File: src/rtl/cva6_timer_periph_if.sv
// Core data-bus port bundle for the timer peripheral: single-cycle request, combinational response.
interface cva6_timer_periph_if;
  logic        data_req;
  logic        data_we;
  logic [3:0]  data_be;
  logic [31:0] data_addr;
  logic [31:0] data_wdata;
  logic [31:0] data_rdata;
  logic        data_valid;

  modport master (
    output data_req, data_we, data_be, data_addr, data_wdata,
    input  data_rdata, data_valid
  );

  modport slave (
    input  data_req, data_we, data_be, data_addr, data_wdata,
    output data_rdata, data_valid
  );
endinterface

File: src/rtl/cva6_timer_periph.sv
// Memory-mapped timer: prescaled 32-bit up-counter, compare match with sticky
// status, and a level interrupt, in a 16-byte window on the core data bus.
module cva6_timer_periph #(
  parameter logic [31:0] BASE_ADDR  = 32'h2000_1000,
  parameter int unsigned PRESCALE_W = 8
) (
  input  logic                clk,
  input  logic                reset_n,
  cva6_timer_periph_if.slave  bus,
  output logic                irq
);

  logic                  en_q, auto_reload_q, irq_en_q;
  logic [PRESCALE_W-1:0] prescale_q, presc_q, prescale_nxt;
  logic [31:0]           count_q, compare_q;
  logic                  match_q;

  logic        sel, wr;
  logic [1:0]  idx;
  logic        wr_ctrl, wr_count, wr_compare, wr_status, clr_match;
  logic        tick, hit;
  logic [31:0] ctrl_rd, count_tick, count_nxt;
  logic        unused_addr_bits;

  function automatic logic [31:0] merge(input logic [31:0] old_v,
                                        input logic [31:0] new_v,
                                        input logic [3:0]  be);
    logic [31:0] res;
    res = old_v;
    for (int unsigned i = 0; i < 4; i++) begin
      if (be[i]) res[8*i +: 8] = new_v[8*i +: 8];
    end
    return res;
  endfunction

  assign sel        = (bus.data_addr[31:4] == BASE_ADDR[31:4]);
  assign idx        = bus.data_addr[3:2];
  assign wr         = bus.data_req & bus.data_we & sel;
  assign wr_ctrl    = wr & (idx == 2'd0);
  assign wr_count   = wr & (idx == 2'd1);
  assign wr_compare = wr & (idx == 2'd2);
  assign wr_status  = wr & (idx == 2'd3);
  assign clr_match  = wr_status & bus.data_be[0] & bus.data_wdata[0];

  assign unused_addr_bits = ^bus.data_addr[1:0];

  assign bus.data_valid = bus.data_req & sel;
  assign irq            = match_q & irq_en_q;

  // Tick and compare look only at pre-write register state.
  assign tick = en_q & (presc_q == prescale_q);
  assign hit  = tick & (count_q == compare_q);

  always_comb begin
    ctrl_rd                  = '0;
    ctrl_rd[0]               = en_q;
    ctrl_rd[1]               = auto_reload_q;
    ctrl_rd[2]               = irq_en_q;
    ctrl_rd[8 +: PRESCALE_W] = prescale_q;
  end

  // PRESCALE bit i lives at CTRL bit 8+i, i.e. in byte lane (8+i)/8.
  always_comb begin
    prescale_nxt = prescale_q;
    for (int unsigned i = 0; i < PRESCALE_W; i++) begin
      if (bus.data_be[(8 + i) / 8]) prescale_nxt[i] = bus.data_wdata[8 + i];
    end
  end

  // Bus-written lanes override the tick result; other lanes keep it.
  always_comb begin
    count_tick = (hit & auto_reload_q) ? '0 : count_q + 32'd1;
    count_nxt  = tick ? count_tick : count_q;
    if (wr_count) count_nxt = merge(count_nxt, bus.data_wdata, bus.data_be);
  end

  always_comb begin
    bus.data_rdata = '0;
    if (bus.data_req & sel) begin
      case (idx)
        2'd0:    bus.data_rdata = ctrl_rd;
        2'd1:    bus.data_rdata = count_q;
        2'd2:    bus.data_rdata = compare_q;
        default: bus.data_rdata = {31'b0, match_q};
      endcase
    end
  end

  always_ff @(posedge clk or negedge reset_n) begin
    if (!reset_n) begin
      en_q          <= 1'b0;
      auto_reload_q <= 1'b0;
      irq_en_q      <= 1'b0;
      prescale_q    <= '0;
      presc_q       <= '0;
      count_q       <= '0;
      compare_q     <= '1;
      match_q       <= 1'b0;
    end else begin
      if (wr_ctrl) begin
        if (bus.data_be[0]) begin
          en_q          <= bus.data_wdata[0];
          auto_reload_q <= bus.data_wdata[1];
          irq_en_q      <= bus.data_wdata[2];
        end
        prescale_q <= prescale_nxt;
      end

      if (wr_ctrl || tick) presc_q <= '0;
      else if (en_q)       presc_q <= presc_q + 1'b1;

      count_q <= count_nxt;

      if (wr_compare) compare_q <= merge(compare_q, bus.data_wdata, bus.data_be);

      // A match on the same cycle as a clear keeps the flag set.
      if (hit)            match_q <= 1'b1;
      else if (clr_match) match_q <= 1'b0;
    end
  end

endmodule

File: src/flat_wrapper.sv
// flat-port wrapper written by rule: the top's interface ports become plain ports
module cva6_timer_periph_flat 
#(
  parameter logic [31:0] BASE_ADDR  = 32'h2000_1000,
  parameter int unsigned PRESCALE_W = 8
)
  (clk, reset_n, irq, bus_data_req, bus_data_we, bus_data_be, bus_data_addr, bus_data_wdata, bus_data_rdata, bus_data_valid);
  cva6_timer_periph_if bus_i ();
  input  logic clk;
  input  logic reset_n;
  output logic irq;
  input wire logic [$bits(bus_i.data_req)-1:0] bus_data_req;
  input wire logic [$bits(bus_i.data_we)-1:0] bus_data_we;
  input wire logic [$bits(bus_i.data_be)-1:0] bus_data_be;
  input wire logic [$bits(bus_i.data_addr)-1:0] bus_data_addr;
  input wire logic [$bits(bus_i.data_wdata)-1:0] bus_data_wdata;
  output wire logic [$bits(bus_i.data_rdata)-1:0] bus_data_rdata;
  output wire logic [$bits(bus_i.data_valid)-1:0] bus_data_valid;
  assign bus_i.data_req = bus_data_req;
  assign bus_i.data_we = bus_data_we;
  assign bus_i.data_be = bus_data_be;
  assign bus_i.data_addr = bus_data_addr;
  assign bus_i.data_wdata = bus_data_wdata;
  assign bus_data_rdata = bus_i.data_rdata;
  assign bus_data_valid = bus_i.data_valid;
  cva6_timer_periph #(.BASE_ADDR(BASE_ADDR), .PRESCALE_W(PRESCALE_W)) u_core (.clk(clk), .reset_n(reset_n), .bus(bus_i), .irq(irq));
endmodule
File: config.mk
export PLATFORM = sky130hd
export DESIGN_NAME = cva6_timer_periph_flat
export DESIGN_NICKNAME = d
export VERILOG_FILES = /design/src/rtl/cva6_timer_periph_if.sv /design/src/rtl/cva6_timer_periph.sv /design/src/flat_wrapper.sv
export SDC_FILE = /design/constraint.sdc
export NUM_CORES = 1
export LEC_CHECK = 0
export BUFFER_PORTS_ARGS = -buffer_cell sky130_fd_sc_hd__buf_2
export CAP_MARGIN = 20
export CORE_MARGIN = 3
export CORE_UTILIZATION = 40
export DETAILED_ROUTE_END_ITERATION = 10
export GPL_TIMING_DRIVEN = 1
export RECOVER_POWER = 50
export SYNTH_ARGS = -nofsm -noshare
export SYNTH_HDL_FRONTEND = slang
export SYNTH_SLANG_ARGS = --single-unit
File: constraint.sdc
create_clock -name clk -period 2.6 [get_ports clk]
set_input_delay 0.39 -clock clk [delete_from_list [all_inputs] [get_ports clk]]
set_output_delay 0.39 -clock clk [all_outputs]
set_load 0.005 [all_outputs]
==> results of run 1 <==
==> worst paths after layout <==
check                      depth (start not counted)  slack (ns)                  to            startpoint
max                                                7        0.20  bus_data_rdata[19]     bus_data_addr[16]
min                                                3        0.26  u_core.count_q[22]    bus_data_wdata[22]
max reg2reg                                        6        0.25  u_core.count_q[29]  u_core.compare_q[17]
min reg2reg                                        1        0.54     u_core.irq_en_q       u_core.irq_en_q
max in group asynchronous                          2        0.57   u_core.presc_q[2]               reset_n
min in group asynchronous                          1        0.59  u_core.count_q[17]               reset_n
==> metrics by stage <==
step	cell area, um^2	hold WS [ns]	worst slack (ns)	power [W]
floorplan	5210	0.0944	0.542	0.00138
global placement	6010	0.374	0.122	0.00149
detailed placement	6010	0.377	0.0437	0.00150
CTS	6340	0.00751	0.228	0.00296
global route	6310	0.285	0.0443	0.00301
finish	6310	0.263	0.200	0.00294
==> routing by layer <==
layer / share of wire / GRT usage / up-vias / wire (um)
met5: 0 / 0 / - / 0
met4: 0.017 / 0.0702 / 0 / 248
met3: 0.042 / 0.0278 / 18 / 617
met2: 0.47 / 0.325 / 128 / 6830
met1: 0.47 / 0.301 / 2150 / 6950
li1: - / - / 2094 / -
==> worst reg2reg max path, delay by kind of cell, from the launching register on <==
kind	cells	cell delay, ns
and+or+nand+nor	4	1.42
AOI/OAI and AO/OA	1	0.21
DFF	1	0.54
xor gates and xnor gates	1	0.07
==> where the power goes <==
| group | internal, W | leakage [nW] | switching (W) | total [W] |
|---|---|---|---|---|
| Combinational | 0.0000619 | 1.64 | 0.000101 | 0.000163 |
| Clock | 0.000917 | 0.169 | 0.000548 | 0.00147 |
| Sequential | 0.00131 | 0.926 | 0.0000000000395 | 0.00131 |
==> cell families after synthesis <==
kind of cell / share of synthesized area
flops: 0.411
compound gates: 0.0949
xor+xnor: 0.129
buf+inv: 0.0324
simple gates: 0.211
fa+ha+maj: 0.00480
mux: 0.116
==> layout make-up <==
class                      instances  area (um^2)  share of cell area
clock inverter                     4         70.1              0.0111
inverter                           8         30.0             0.00476
timing repair buffer             127          697               0.110
tap                              172          215              0.0341
sequential                        84         2140               0.339
clock buffer                      12          267              0.0422
multi-input combinational        401         2890               0.458
==> sequential cells by signal, indices dropped and copies added, names as in the netlist <==
signal,cells
u_core.irq_en_q,1
u_core.count_q,32
u_core.presc_q,8
u_core.compare_q,32
u_core.en_q,1
u_core.auto_reload_q,1
u_core.prescale_q,8
u_core.match_q,1
==> cell usage in the layout, fill, tap and decap left out, drive strengths merged, types with 18 or more instances in the layout <==
master,Yosys,layout
nor4,25,25
nand2,43,43
buf,15,123
xor2,53,53
o31ai,24,24
nor2,60,60
nand4,18,18
xnor2,24,24
dfstp,32,32
a22oi,21,21
dfrtp,52,52
mux2,42,42
==> impl_metrics.tcl, run 1 <==
set metrics [dict create \
    route.detailed.drc 0 \
    core.rowCount 41 \
    yosys_warnings 0 \
    finalSetupViolCount 0 \
    cts_root_buffer "clkbuf_16" \
    synth.top_cell.area_share 0.250 \
    antenna_found_initial 0 \
    yosysMostFrequentCell "nor2_1" \
    via_per_inst 5.43 \
    critPathLaunchType "input pin" \
    cts_buffers 9 \
    htree_levels 3 \
    post-dp-hpwl_um 10900 \
    cts_tree "built" \
    cpMostUsedCell "buf_2" \
    die_h_um 120 \
    synth_ff_type "dfrtp_1" \
    post_cts_resized 0 \
    cts.clk_slew.worst_paths_ns 0.06 \
    antenna_cells 0 \
    power.leakage_nw 2.74 \
    synthesis.nets 597 \
    violations "capacitance limit, slew limit" \
    crit_chain "buf_2 -> nor4_1 -> nand4_1 -> or2_0 -> buf_4 -> nor2_1 -> buf_2" \
    synthCells 523 \
    fill_cells 1196 \
    worstPathMaxFanout 27 \
    grt_overflow 0 \
    syn-cell-area_um2 5210 \
    worst-path-buf-inv 3 \
    ctsLongestPathBuffers 2 \
    rsz0062_at_grt "false" \
    hp-class "in -> reg" \
    die_w_um 120 \
    postSynthAreaPerCell_um2 9.96 \
    required_ns 2.21 \
    tns_ns 0 \
    post_drt_wl_per_cell_um 18.1 \
    post-place-cells 792 \
    grt_max_degree 35 \
    end_kind "primary output" \
    ir_drop_v 0.000223 \
    worst_skew_pair.late_latency_ns 0.36 \
    outcome "complete, but fails checks" \
    postCtsSetupRepairBufs 0 \
    powerDensity_nw_per_um2 465 \
    fin_crit_ns 2.40 \
    synth_edf_count 0 \
    drive_above_1_share 0.368 \
    tightest_slew_ns 1.97 \
    hold_violations 0 \
    slew_headroom -0.314 \
    drv_slew 34 \
    cp_slowest_cell "or2_0" \
    grt_pass1_vias 4430 \
    grt_use_total 0.209 \
    synth_common_cells "nor2_1, xor2_1, dfrtp_1, nand2_1, mux2_2" \
    yosysSeqAreaShare 0.411 \
    ys_ff_latch 84 \
    cp_top_family "simple AND/OR/NAND/NOR gates" \
    ys_types 46 \
    initial_core_util 0.411 \
    holdBufCountCts 0 \
    io_buffers 103 \
    postLayoutCoreUtil 0.498 \
    cts_sinks 84 \
    grt_pass1_wl_um 23600 \
    max_stage_delay_ns 0.44 \
    firstDrtPassIters 6 \
    num_vias 4390 \
    routed_wl_um 14700 \
    async_flop_share 1.00 \
    ios 106 \
    max_freq_ghz 0.417 \
    finalNonFillerCells 808 \
    synthTopCellsByArea "dfrtp_1, dfstp_2, mux2_2" \
    worstSetupPathType "in -> out" \
    gp_congestion 0.828 \
    nets 705 \
    dr.first_iter.drc_count 224 \
    yosys.area.top_type "dfrtp_1" \
    drv_cap 1 \
    fp.dieArea_um2 14400 \
    worst_ep_arrival_time_ns 2.01 \
    finClkSkew_ns 0.0114 \
    fin_crit_sh 0.923 \
    areaGrowthSynthToFinish_pct 21.2 \
    core_um2 12700 \
    antenna_left 0 \
]
Note: power is estimated with default switching activity, not from simulation.
==> run 2: changes to the inputs <==
Settings changed: CELL_PAD_IN_SITES_DETAIL_PLACEMENT set to 0, CELL_PAD_IN_SITES_GLOBAL_PLACEMENT set to 2, CORE_MARGIN 3 to not set, CORE_UTILIZATION 40 to 35, PLACE_DENSITY_LB_ADDON set to 0.1.
==> run 2 against run 1 <==
Compared with the run above: the flow now finishes without violations; cell area down 0.26%; wire length up 7.9%; sequential share of layout area up 0.088 points; non-clock buffer count up 8; count of clock-buffer cells in the layout up 1; core utilization down 6.5 points; first-iteration DRC count down 7.1%; via count up 0.43%; fmax up 2.4%; global-route usage up 1.1 points.
==> impl_metrics.tcl, run 2 (synthesized netlist as in run 1, its figures left out) <==
set metrics [dict create \
    outcome "complete, no violations" \
    die_w_um 124 \
    htree_levels 3 \
    core_um2 14500 \
    finClkSkew_ns 0.00719 \
    hp-class "in -> async" \
    finalNonFillerCells 828 \
    antenna_cells 0 \
    grt_pass1_wl_um 25100 \
    rsz0062_at_grt "false" \
    worst_skew_pair.late_latency_ns 0.35 \
    grt_pass1_vias 4471 \
    die_h_um 124 \
    drv_cap 0 \
    antenna_left 0 \
    nets 713 \
    num_vias 4409 \
    gp_congestion 0.774 \
    grt_max_degree 44 \
    largestRegisters "u_core.compare_q x32, u_core.count_q x32" \
    cts_tree "built" \
    end_kind "register" \
    max_freq_ghz 0.426 \
    antenna_found_initial 0 \
    worstSetupPathType "reg -> reg" \
    post_drt_wl_per_cell_um 19.1 \
    cts_root_buffer "clkbuf_16" \
    holdBufCountCts 0 \
    drv_slew 0 \
    powerDensity_nw_per_um2 424 \
    ir_drop_v 0.000328 \
    tightest_slew_ns 1.10 \
    fp.dieArea_um2 15400 \
    drive_above_1_share 0.376 \
    cts.clk_slew.worst_paths_ns 0.06 \
    ios 106 \
    final_common_cell "buf_2" \
    required_ns 2.83 \
    finalSetupViolCount 0 \
    via_per_inst 5.32 \
    hold_violations 0 \
    cts_sinks 84 \
    post-place-cells 812 \
    power.leakage_nw 2.73 \
    cts_buffers 9 \
    slew_headroom 0.265 \
    core.rowCount 44 \
    routed_wl_um 15800 \
    ctsLongestPathBuffers 2 \
    final_cell_mix "buf_2, nor2_1, xor2_1, dfrtp_1, nand2_1" \
    initial_core_util 0.358 \
    critPathLaunchType "register" \
    route.detailed.drc 0 \
    areaGrowthSynthToFinish_pct 20.9 \
    worstPathMaxFanout 7 \
    fin_crit_ns 2.35 \
    tns_ns 0 \
    post-dp-hpwl_um 11800 \
    grt_overflow 0 \
    io_buffers 103 \
    dr.first_iter.drc_count 208 \
    worst_ep_arrival_time_ns 2.58 \
    grt_use_total 0.221 \
    fin_crit_sh 0.902 \
    firstDrtPassIters 4 \
]
-- run 2: where the power goes --
group	switching [W]	total (W)	internal, W
Sequential	0.0000000000405	0.00131	0.00131
Clock	0.000530	0.00120	0.000670
Combinational	0.0000993	0.000160	0.0000605
-- run 2: cell type report --
type                            count  area, um^2
Sequential cell                    84        2140
Clock buffer                       13         250
Inverter                            8        30.0
Tap cell                          184         230
Multi-Input combinational cell    401        2890
Clock inverter                      3        15.0
Timing Repair Buffer              135         746
Fill cell                        1448        8240
-- run 2: timing repair --
action | CTS | global route
setup endpoints to repair | 0 | 7
setup buffers | 0 | 0
gates resized for setup | 0 | 1
hold endpoints to repair | 0 | 0
-- run 2: stage by stage --
| stage | total power, W | setup slack, ns | hold WS, ns | utilization | cell area [um^2] |
|---|---|---|---|---|---|
| 2_1_floorplan | 0.00138 | 0.542 | 0.0944 | - | 5210 |
| 6_report | 0.00267 | 0.255 | 0.232 | 0.433 | 6300 |
| 5_1_grt | 0.00277 | 0.0665 | 0.267 | 0.433 | 6300 |
| 3_3_place_gp | 0.00150 | 0.137 | 0.433 | 0.418 | 6080 |
| 3_5_place_dp | 0.00150 | 0.105 | 0.427 | 0.418 | 6080 |
| 4_1_cts | 0.00271 | 0.109 | 0.0540 | 0.437 | 6350 |
-- run 2: path summary, 6_finish.rpt --
check / slack [ns] / startpoint / end / cells after the start
hold / removal: 0.23 / reset_n / u_core.count_q[15] / 1
setup / recovery: 0.25 / u_core.compare_q[18] / u_core.count_q[26] / 6
max in group asynchronous: 0.70 / reset_n / u_core.count_q[2] / 2
min in group clk: 0.26 / bus_data_wdata[4] / u_core.count_q[4] / 3
setup reg to reg: 0.25 / u_core.compare_q[18] / u_core.count_q[26] / 6
hold reg to reg: 0.53 / u_core.irq_en_q / u_core.irq_en_q / 1
-- run 2: metal layers --
metal / vias to the layer above / track usage / share of wire
li1: 2107 / - / -
met1: 2199 / 0.301 / 0.47
met2: 87 / 0.353 / 0.48
met3: 16 / 0.0371 / 0.038
met4: 0 / 0.0744 / 0.015
met5: - / 0 / 0
-- run 2: worst max-delay path, stage by stage (launching register included) --
cell	delay, ns
dfstp_2	0.55
xor2_1	0.11
nor4_1	0.42
nand4_1	0.34
nor4_4	0.44
nor2_2	0.16
a22o_1	0.21
==> run 3: changes to the inputs <==
--- a/config.mk
+++ b/config.mk
@@ -16,2 +16,3 @@
 export RECOVER_POWER = 50
+export SLEW_MARGIN = 20
 export SYNTH_ARGS = -nofsm -noshare
==> constraint.sdc (replaced) <==
create_clock -name clk -period 2.6 [get_ports clk]
set_input_delay 0.26 -clock clk [delete_from_list [all_inputs] [get_ports clk]]
set_output_delay 0.26 -clock clk [all_outputs]
set_load 0.005 [all_outputs]
==> run 3 against run 2 <==
Compared with the run above: the run now ends with capacitance limit, slew limit left; clock power is 10% higher; register-to-register slack lost 0.09 ns; flip-flop and latch count is the same; combinational power increased by 4%; sequential share of layout area is 0.26 points lower; critical path type unchanged.
==> impl_metrics.tcl, run 3 (synthesized netlist as in run 1, its figures left out) <==
set metrics [dict create \
    outcome "complete, but fails checks" \
    violations "capacitance limit, slew limit" \
    tightest_slew_ns 1.80 \
    grt_pass1_vias 4371 \
    core_um2 14500 \
    nets 711 \
    post-dp-hpwl_um 11700 \
    place_ws_ns 0.233 \
    tns_ns 0 \
    worst_ep_arrival_time_ns 2.67 \
    crit_chain "xor2_1 -> nor4_1 -> nand4_1 -> nor4_4 -> nor2_2 -> a22o_1" \
    cp_top_family "simple AND/OR/NAND/NOR gates" \
    finalSetupViolCount 0 \
    dr.first_iter.drc_count 201 \
    grt_overflow 0 \
    powerDensity_nw_per_um2 441 \
    cts_sinks 84 \
    drive_above_1_share 0.368 \
    p_clk_frac 0.472 \
    antenna_found_initial 0 \
    holdPathStages 3 \
    hold_violations 0 \
    grt_use_total 0.220 \
    post_drt_wl_per_cell_um 19.0 \
    gp_congestion 0.804 \
    num_vias 4351 \
    drv_slew 31 \
    cts.clk_slew.worst_paths_ns 0.06 \
    cp_slowest_cell "dfrtp_1" \
    route.detailed.drc 0 \
    core.rowCount 44 \
    htree_levels 3 \
    critPathLaunchType "register" \
    firstDrtPassIters 4 \
    antenna_left 0 \
    p_seq_frac 0.468 \
    via_per_inst 5.27 \
    antenna_cells 0 \
    grt_pass1_wl_um 24800 \
    finClkSkew_ns 0.00583 \
    fin_crit_ns 2.43 \
    die_h_um 124 \
    slew_headroom -0.199 \
    worstPathMaxFanout 7 \
    routed_wl_um 15700 \
    hp-class "in -> reg" \
    areaGrowthSynthToFinish_pct 21.9 \
    drv_cap 1 \
    worstSetupPathType "reg -> reg" \
    worst_slack_ns 0.168 \
    postCtsSetupRepairBufs 0 \
    final_cell_mix "buf_2, nor2_1, xor2_1, dfrtp_1, nand2_1" \
    required_ns 2.84 \
    cts_root_buffer "clkbuf_16" \
    worst_skew_pair.late_latency_ns 0.35 \
    max_freq_ghz 0.411 \
    switchingPower_w 0.000655 \
    grt_max_degree 37 \
    end_kind "register" \
    worstHoldStart "bus_data_wdata[22]" \
    timing.rr.end "u_core.count_q[31]" \
    combPwrFrac 0.060 \
    io_buffers 103 \
    worst-path-buf-inv 0 \
    rsz0062_at_grt "false" \
    final_common_cell "buf_2" \
    netSwitchingFraction 0.234 \
    ir_drop_v 0.000315 \
    p_total_w 0.00280 \
    largestRegisters "u_core.compare_q x32, u_core.count_q x32" \
    initial_core_util 0.358 \
    r2r_slack_ns 0.17 \
    fp.dieArea_um2 15400 \
    hold_slack_ns 0.125 \
    fin_crit_sh 0.935 \
    ctsLongestPathBuffers 2 \
    power.leakage_nw 2.72 \
    hold-path-endpoint "u_core.count_q[22]" \
    cts_tree "built" \
    intPower_w 0.00214 \
    cts_buffers 9 \
    max_stage_delay_ns 0.47 \
    rr_worst_depth 6 \
    die_w_um 124 \
    ios 106 \
    timing.rr.start "u_core.count_q[0]" \
]
## run 3: changes by cell type in the layout (fill, tap and decap cells not counted), sizes merged
cell	change
buf	-10
clkbuf	+4
clkinvlp	+2
bufinv	+1
dlygate4sd3	+1
## run 3: power groups by stage
stage	combinational (W)	clock (W)	sequential [W]
global placement	0.000170	0	0.00133
floorplan	0.0000498	0	0.00133
CTS	0.000172	0.00136	0.00131
detailed placement	0.000170	0	0.00133
global route	0.000184	0.00141	0.00131
finish	0.000166	0.00132	0.00131
## run 3: how the worst max path moves through the flow
stage,start,end,slack [ns],cells past startpoint
after floorplan,u_core.presc_q[0],u_core.count_q[25],0.59,7
after global placement,bus_data_addr[31],u_core.compare_q[30],0.25,8
after detailed placement,u_core.compare_q[16],u_core.count_q[26],0.23,7
after CTS,u_core.compare_q[16],u_core.count_q[31],0.22,7
after global routing,u_core.compare_q[17],u_core.count_q[27],0.07,7
final,u_core.count_q[0],u_core.count_q[31],0.17,6
## run 3: worst register-to-register path, stage by stage, from the launching register on
cell	delay, ns
dfrtp_1	0.47
xor2_1	0.22
nor4_1	0.42
nand4_1	0.38
nor4_4	0.47
nor2_2	0.16
a22o_1	0.21
## run 3: metal layers
metal / global-route usage / vias up / wire length, um
met1: 0.302 / 2143 / 7470
met3: 0.0252 / 15 / 549
li1: - / 2108 / -
met2: 0.359 / 85 / 7440
met4: 0.0722 / 0 / 231
met5: 0 / - / 0
## run 3: cell type report
cell class,instances,area (um^2)
clock inverters,6,63.8
flip-flops and latches,84,2140
well taps,184,230
multi-input cells,401,2890
repair buffers,133,748
clock buffers,10,239
fillers,1493,8190
inverters,8,30.0
## run 3: timing repair
action,4_1_cts,5_1_grt
hold buffers,1,0
gates resized for setup,0,0
endpoints found under the hold margin,15,0
## run 3: through the flow
stage	std cells	instance area (um^2)	util
2_1_floorplan	523	5210	-
3_3_place_gp	809	6070	0.418
3_5_place_dp	809	6070	0.418
4_1_cts	826	6380	0.439
5_1_grt	826	6350	0.437
6_report	826	6350	0.437
